<file path="src/rtl/dmem_arbiter.sv">
// rtl/dmem_arbiter.sv - round-robin arbiter sharing the data memory between core (C) and loader (L) ports
// Optional grant counters (c_cnt/l_cnt/cnt_clr) are built when DMEM_ARB_CNT_EN is defined.

module dmem_arbiter #(
    parameter int AW     = 8,
    parameter int DW     = 8,
    parameter int RD_LAT = 0
) (
    input  logic          clk,
    input  logic          reset,
    input  logic          c_req,
    input  logic          c_we,
    input  logic [AW-1:0] c_addr,
    input  logic [DW-1:0] c_wdata,
    output logic          c_gnt,
    output logic          c_rvalid,
    output logic [DW-1:0] c_rdata,
    input  logic          l_req,
    input  logic          l_we,
    input  logic [AW-1:0] l_addr,
    input  logic [DW-1:0] l_wdata,
    output logic          l_gnt,
    output logic          l_rvalid,
    output logic [DW-1:0] l_rdata,
    output logic          mem_read,
    output logic          mem_write,
    output logic [AW-1:0] mem_addr,
    output logic [DW-1:0] mem_wdata,
    input  logic [DW-1:0] mem_rdata,
`ifdef DMEM_ARB_CNT_EN
    input  logic          cnt_clr,
    output logic [15:0]   c_cnt,
    output logic [15:0]   l_cnt,
`endif
    output logic          busy
);

    generate
        if (RD_LAT < 0 || RD_LAT > 3) begin : g_bad_rd_lat
            $error("dmem_arbiter: RD_LAT must be in 0..3");
        end
    endgenerate

    typedef enum logic [1:0] {
        IDLE  = 2'd0,
        ISSUE = 2'd1,
        WAIT  = 2'd2,
        RESP  = 2'd3
    } state_t;

    localparam int CW = 2;

    state_t        state;
    logic          owner;       // 1 = loader owns the access in flight
    logic          last_owner;  // 1 = loader won the most recent grant
    logic          lat_we;
    logic [CW-1:0] wait_cnt;

    logic          pick_l;
    logic          sel_we;
    logic [AW-1:0] sel_addr;
    logic [DW-1:0] sel_wdata;

    // On a tie the port that did not win last time gets the memory.
    assign pick_l    = (c_req && l_req) ? ~last_owner : l_req;
    assign sel_we    = pick_l ? l_we    : c_we;
    assign sel_addr  = pick_l ? l_addr  : c_addr;
    assign sel_wdata = pick_l ? l_wdata : c_wdata;

    assign busy = (state != IDLE);

    always_ff @(posedge clk) begin
        if (reset) begin
            state      <= IDLE;
            owner      <= 1'b0;
            last_owner <= 1'b1;
            lat_we     <= 1'b0;
            wait_cnt   <= '0;
            c_gnt      <= 1'b0;
            l_gnt      <= 1'b0;
            c_rvalid   <= 1'b0;
            l_rvalid   <= 1'b0;
            c_rdata    <= '0;
            l_rdata    <= '0;
            mem_read   <= 1'b0;
            mem_write  <= 1'b0;
            mem_addr   <= '0;
            mem_wdata  <= '0;
        end else begin
            c_gnt    <= 1'b0;
            l_gnt    <= 1'b0;
            c_rvalid <= 1'b0;
            l_rvalid <= 1'b0;
            case (state)
                IDLE: begin
                    if (c_req || l_req) begin
                        owner      <= pick_l;
                        last_owner <= pick_l;
                        lat_we     <= sel_we;
                        c_gnt      <= ~pick_l;
                        l_gnt      <= pick_l;
                        mem_addr   <= sel_addr;
                        mem_write  <= sel_we;
                        mem_read   <= ~sel_we;
                        mem_wdata  <= sel_we ? sel_wdata : '0;
                        state      <= ISSUE;
                    end
                end
                ISSUE: begin
                    if (lat_we) begin
                        mem_write <= 1'b0;
                        mem_addr  <= '0;
                        mem_wdata <= '0;
                        state     <= IDLE;
                    end else if (RD_LAT == 0) begin
                        // Zero-latency memory: data is valid during the issue cycle itself.
                        mem_read <= 1'b0;
                        if (owner) begin
                            l_rdata  <= mem_rdata;
                            l_rvalid <= 1'b1;
                        end else begin
                            c_rdata  <= mem_rdata;
                            c_rvalid <= 1'b1;
                        end
                        state <= RESP;
                    end else begin
                        wait_cnt <= CW'(RD_LAT - 1);
                        state    <= WAIT;
                    end
                end
                WAIT: begin
                    if (wait_cnt == '0) begin
                        mem_read <= 1'b0;
                        if (owner) begin
                            l_rdata  <= mem_rdata;
                            l_rvalid <= 1'b1;
                        end else begin
                            c_rdata  <= mem_rdata;
                            c_rvalid <= 1'b1;
                        end
                        state <= RESP;
                    end else begin
                        wait_cnt <= wait_cnt - 1'b1;
                    end
                end
                RESP: begin
                    mem_addr <= '0;
                    state    <= IDLE;
                end
                default: state <= IDLE;
            endcase
        end
    end

`ifdef DMEM_ARB_CNT_EN
    always_ff @(posedge clk) begin
        if (reset || cnt_clr) begin
            c_cnt <= '0;
            l_cnt <= '0;
        end else begin
            if (c_gnt && c_cnt != 16'hFFFF)
                c_cnt <= c_cnt + 16'd1;
            if (l_gnt && l_cnt != 16'hFFFF)
                l_cnt <= l_cnt + 16'd1;
        end
    end
`endif

endmodule

</file>
<file path="config.mk">
export PLATFORM = sky130hd
export DESIGN_NAME = dmem_arbiter
export DESIGN_NICKNAME = d
export VERILOG_FILES = /design/src/rtl/dmem_arbiter.sv
export SDC_FILE = /design/constraint.sdc
export NUM_CORES = 1
export LEC_CHECK = 0
export CORE_MARGIN = 2
export CORE_UTILIZATION = 45
export DETAILED_ROUTE_END_ITERATION = 6
export PLACE_DENSITY = 0.84
export SLEW_MARGIN = 20
export SYNTH_ARGS = -nofsm -noshare
export SYNTH_HDL_FRONTEND = slang
export SYNTH_SLANG_ARGS = --single-unit
export TNS_END_PERCENT = 50
</file>
<file path="constraint.sdc">
create_clock -name clk -period 3 [get_ports clk]
set_input_delay 0.6 -clock clk [delete_from_list [all_inputs] [get_ports clk]]
set_output_delay 0.6 -clock clk [all_outputs]
set_load 0.05 [all_outputs]
</file>
==> key figures, run 1 <==
Die
  – Initial core utilization: 46.5%
  – Floorplan core area: 4320 µm²
  – Std cell rows: 24
  – Number of placed I/O pins: 85
  – Die height: roughly 70 µm
  – Horizontal extent of the die: about 70 µm
  – Area of the die: 5020 µm²

Global route
  – GR Overflow Total: 0
  – Number of antenna violations at the first check in global routing: 0
  – First-pass GRT wire length: 7820 µm
  – Number of global-route vias before repair: roughly 1700
  – Pin count of the biggest net entering global routing: 29
  – GR Util All Layers: 19.3%

Timing
  – Final Cycle Share: 90.7%
  – Worst slew pin tran: just over 0.8 ns
  – Achievable clock frequency: roughly 0.37 GHz
  – Fin crit period: 2.72 ns
  – Total setup violations reported at the end of the flow: 0
  – Fin Clk Skew: between 0.005 and 0.006 ns
  – Relative slew margins: between 40% and 50%
  – Final Max Tran Viols: 0
  – Setup TNS: 0 ns
  – Setup repair after global routing missed its margin: false
  – Number of endpoints with negative hold slack in the final report: 0
  – Worst hold slack across all endpoints: 0.484 ns

Synthesis
  – Sequential share of the synthesized area: 44.8%
  – Average size of a mapped cell: 9.91 µm²
  – Top cell type's share of synthesized area: 44.8%
  – Dominant combinational cell family by area after synthesis: multiplexers
  – Net Count, Synth: 258
  – Dominant cells by area after synthesis: sky130_fd_sc_hd__dfxtp_1 (45%), sky130_fd_sc_hd__mux2i_1 (13%), sky130_fd_sc_hd__nor2_1 (7.3%)
  – Post-Syn Instances: around 200
  – Share of synthesized area spent on multiplexers: 18.0%
  – Warnings, synthesis: 0
  – Adder and majority cell fraction of the synthesized area: 5.60%
  – Share of the synthesized netlist area taken by xor and xnor gates: less than 1%
  – Number of different library cells in the post-synthesis netlist: 33
  – Simple-gate area share of the yosys netlist: 15.8%
  – Post-synthesis cell type with the largest combined area: sky130_fd_sc_hd__dfxtp_1
  – Post-synthesis compound-gate area fraction: 11.5%
  – Area of the mapped netlist: 2010 µm²
  – Number of synthesized register bits: 45

Placed design
  – Gpl congestion: around 0.83
  – HPWL Detailed: 3390 µm
  – Post-place instance area: 2890 µm²
  – # port buffers: 84

Clocking
  – Register clock-pin slew on the reported worst setup and hold paths: 0.08 ns
  – CTS Buffer Depth: 2
  – # resized after CTS: 0
  – Total number of clock tree sinks: 45
  – Number of hold-repair buffers added at the cts stage: 0
  – CTS buffer count: 5
  – Clock tree from TritonCTS: built
  – Setup repair bufs after CTS: 0
  – H-tree levels: 2
  – Clock latency on the worst-skew pair: 0.29 ns
  – Clk root buf: sky130_fd_sc_hd__clkbuf_8

Hold path
  – Instance count along the most critical hold path: 2
  – Hold endpoint: mem_write
  – Path category of the worst min-delay check: reg -> reg
  – Worst min-delay path startpoint: mem_write

Route
  – Number of vias after detailed routing: about 1800
  – Starting DRC count in detailed routing: ~90
  – First-pass iteration count of the detailed router: 4
  – Number of antenna-violating nets in the routed design: 0
  – Average wire per standard cell: roughly 13 µm
  – Post-detailed-route DRC marker count: 0
  – Via/cell ratio: 5.19
  – Total routed wirelength: between 4000 and 5000 µm

Cells and area
  – Layout overhead on the synthesized area: 48.9%
  – Diodes inserted: 0
  – Final net count: about 340
  – Cell area after layout: 3000 µm²
  – Commonest non-fill, non-tap cell in the layout: sky130_fd_sc_hd__clkdlybuf4s50_1
  – Layout cells sized above 1: 8.39%
  – Commonest cells after routing, fill and taps aside: sky130_fd_sc_hd__clkdlybuf4s50_1 (84), sky130_fd_sc_hd__dfxtp_1 (45), sky130_fd_sc_hd__nor2_1 (39)

Critical path
  – Worst r2r src: state[0]
  – Reg2Reg Capture Point: mem_wdata[0]
  – Type of the worst setup path: reg -> out
  – Arrival time of the worst setup path: around 2.1 ns
  – FF-to-FF setup slack: 0.80 ns
  – CP Max Fanout: 9
  – FF-to-FF path depth: 6
  – Data required time at the worst endpoint: 2.40 ns
  – Critical path launch point: state[0]
  – Crit path launch type: flop
  – Crit end category: primary output

Outcome
  – Result of the run: finished, final reports clean

Power
  – Int Power: between 1 and 1.5 mW
  – Pwr Density: 662 nW/µm²
  – Sequential share of power: a little over a third
  – Switching Fraction: between 30% and 40%
  – Net Sw Power: between 0.7 and 0.8 mW
  – Clock power share: between 20% and 30%
  – Static leakage: 1.25 nW
  – Peak supply drop: 0.000425 V
  – Share of total power in combinational logic: between 40% and 50%

Flow run
  – Number of violations of the max-capacitance limit: 0
-- how the worst max path moves through the flow --
| stage | to | cells after the start | slack [ns] |
|---|---|---|---|
| 3_3_place_gp | mem_wdata[6] | 5 | 0.58 |
| 4_1_cts | busy | 4 | 0.28 |
| 5_1_grt | busy | 4 | 0.13 |
| 3_5_place_dp | mem_wdata[6] | 5 | 0.52 |
| 2_1_floorplan | mem_wdata[6] | 8 | 0.99 |
| 6_report | busy | 4 | 0.28 |
-- registers in the layout (all words and copies together) (netlist names), 2 cells and up --
name,cells
wait_cnt,2
mem_addr,8
c_rdata,8
mem_wdata,8
l_rdata,8
state,2
-- area by class of cell --
cell class                 instances  area (µm²)
clock buffer                       5        68.8
sequential                        45         901
tap                               52        65.1
clock inverter                     2        35.0
inverter                           6        22.5
timing repair buffer              88         871
multi-input combinational        140        1030
fill                             346        1330
-- metal layers --
layer | part of all wire (%) | global-route usage [%] | vias up
met5 | 0 | 0 | -
met4 | 1.3 | 4.40 | 0
met3 | 8.9 | 7.41 | 7
met2 | 46 | 32.0 | 69
met1 | 44 | 23.8 | 793
li1 | - | - | 886
-- per-stage QoR --
stage | std cells | worst slack (ns) | total power [mW] | utilization, %
5_1_grt | 338 | 0.134 | 2.10 | 69.3
3_3_place_gp | 331 | 0.577 | 1.55 | 66.9
6_report | 338 | 0.280 | 1.98 | 69.3
2_1_floorplan | 203 | 0.993 | 1.30 | -
4_1_cts | 338 | 0.282 | 2.00 | 69.3
3_5_place_dp | 331 | 0.515 | 1.57 | 66.9
-- logic make-up (layout without fill, tap and decap cells) --
| family | Yosys count | after routing |
|---|---|---|
| simple gates | 67 | 67 |
| flops | 45 | 45 |
| mux | 35 | 35 |
| compound gates | 28 | 28 |
| buf+inv | 18 | 101 |
| fa+ha+maj | 9 | 9 |
| xor+xnor | 1 | 1 |
-- Yosys cell counts (all sizes together) --
library cell and n:
dfxtp 45, nor2 39, mux2i 26, a22oi 9, ha 9, mux2 9, a32o 8, clkbuf 7
inv 6, buf 5, nand2 5, nand3 4, nor2b 4, a211oi 3, a21oi 3, nor3 3
nor4 2, o211ai 2, or3 2, a21boi 1, and3 1, and4b 1, nand2b 1, nand4b 1
nor3b 1, nor4b 1, o21bai 1, o31ai 1, or3b 1, or4 1, xnor2 1
-- power groups by stage --
| stage | clock network [mW] | registers [mW] | logic (mW) |
|---|---|---|---|
| 3_5_place_dp | 0 | 0.735 | 0.831 |
| 4_1_cts | 0.447 | 0.722 | 0.836 |
| 6_report | 0.434 | 0.722 | 0.829 |
| 2_1_floorplan | 0 | 0.955 | 0.346 |
| 5_1_grt | 0.467 | 0.732 | 0.896 |
| 3_3_place_gp | 0 | 0.734 | 0.817 |
-- worst max-delay path, cell delays in order (launching register included) --
cell	delay, ns
sky130_fd_sc_hd__dfxtp_1	0.40
sky130_fd_sc_hd__inv_1	0.13
sky130_fd_sc_hd__ha_1	0.32
sky130_fd_sc_hd__inv_1	0.15
sky130_fd_sc_hd__clkdlybuf4s50_1	0.82
Power figures use the tool's default switching activity.
==> inputs of run 2 (changes only) <==
- HOLD_SLACK_MARGIN: default -> 0.15
- TNS_END_PERCENT: 50 -> 1
==> results of run 2 <==
The final DEF is identical to that of run 1; final timing and power are the same.
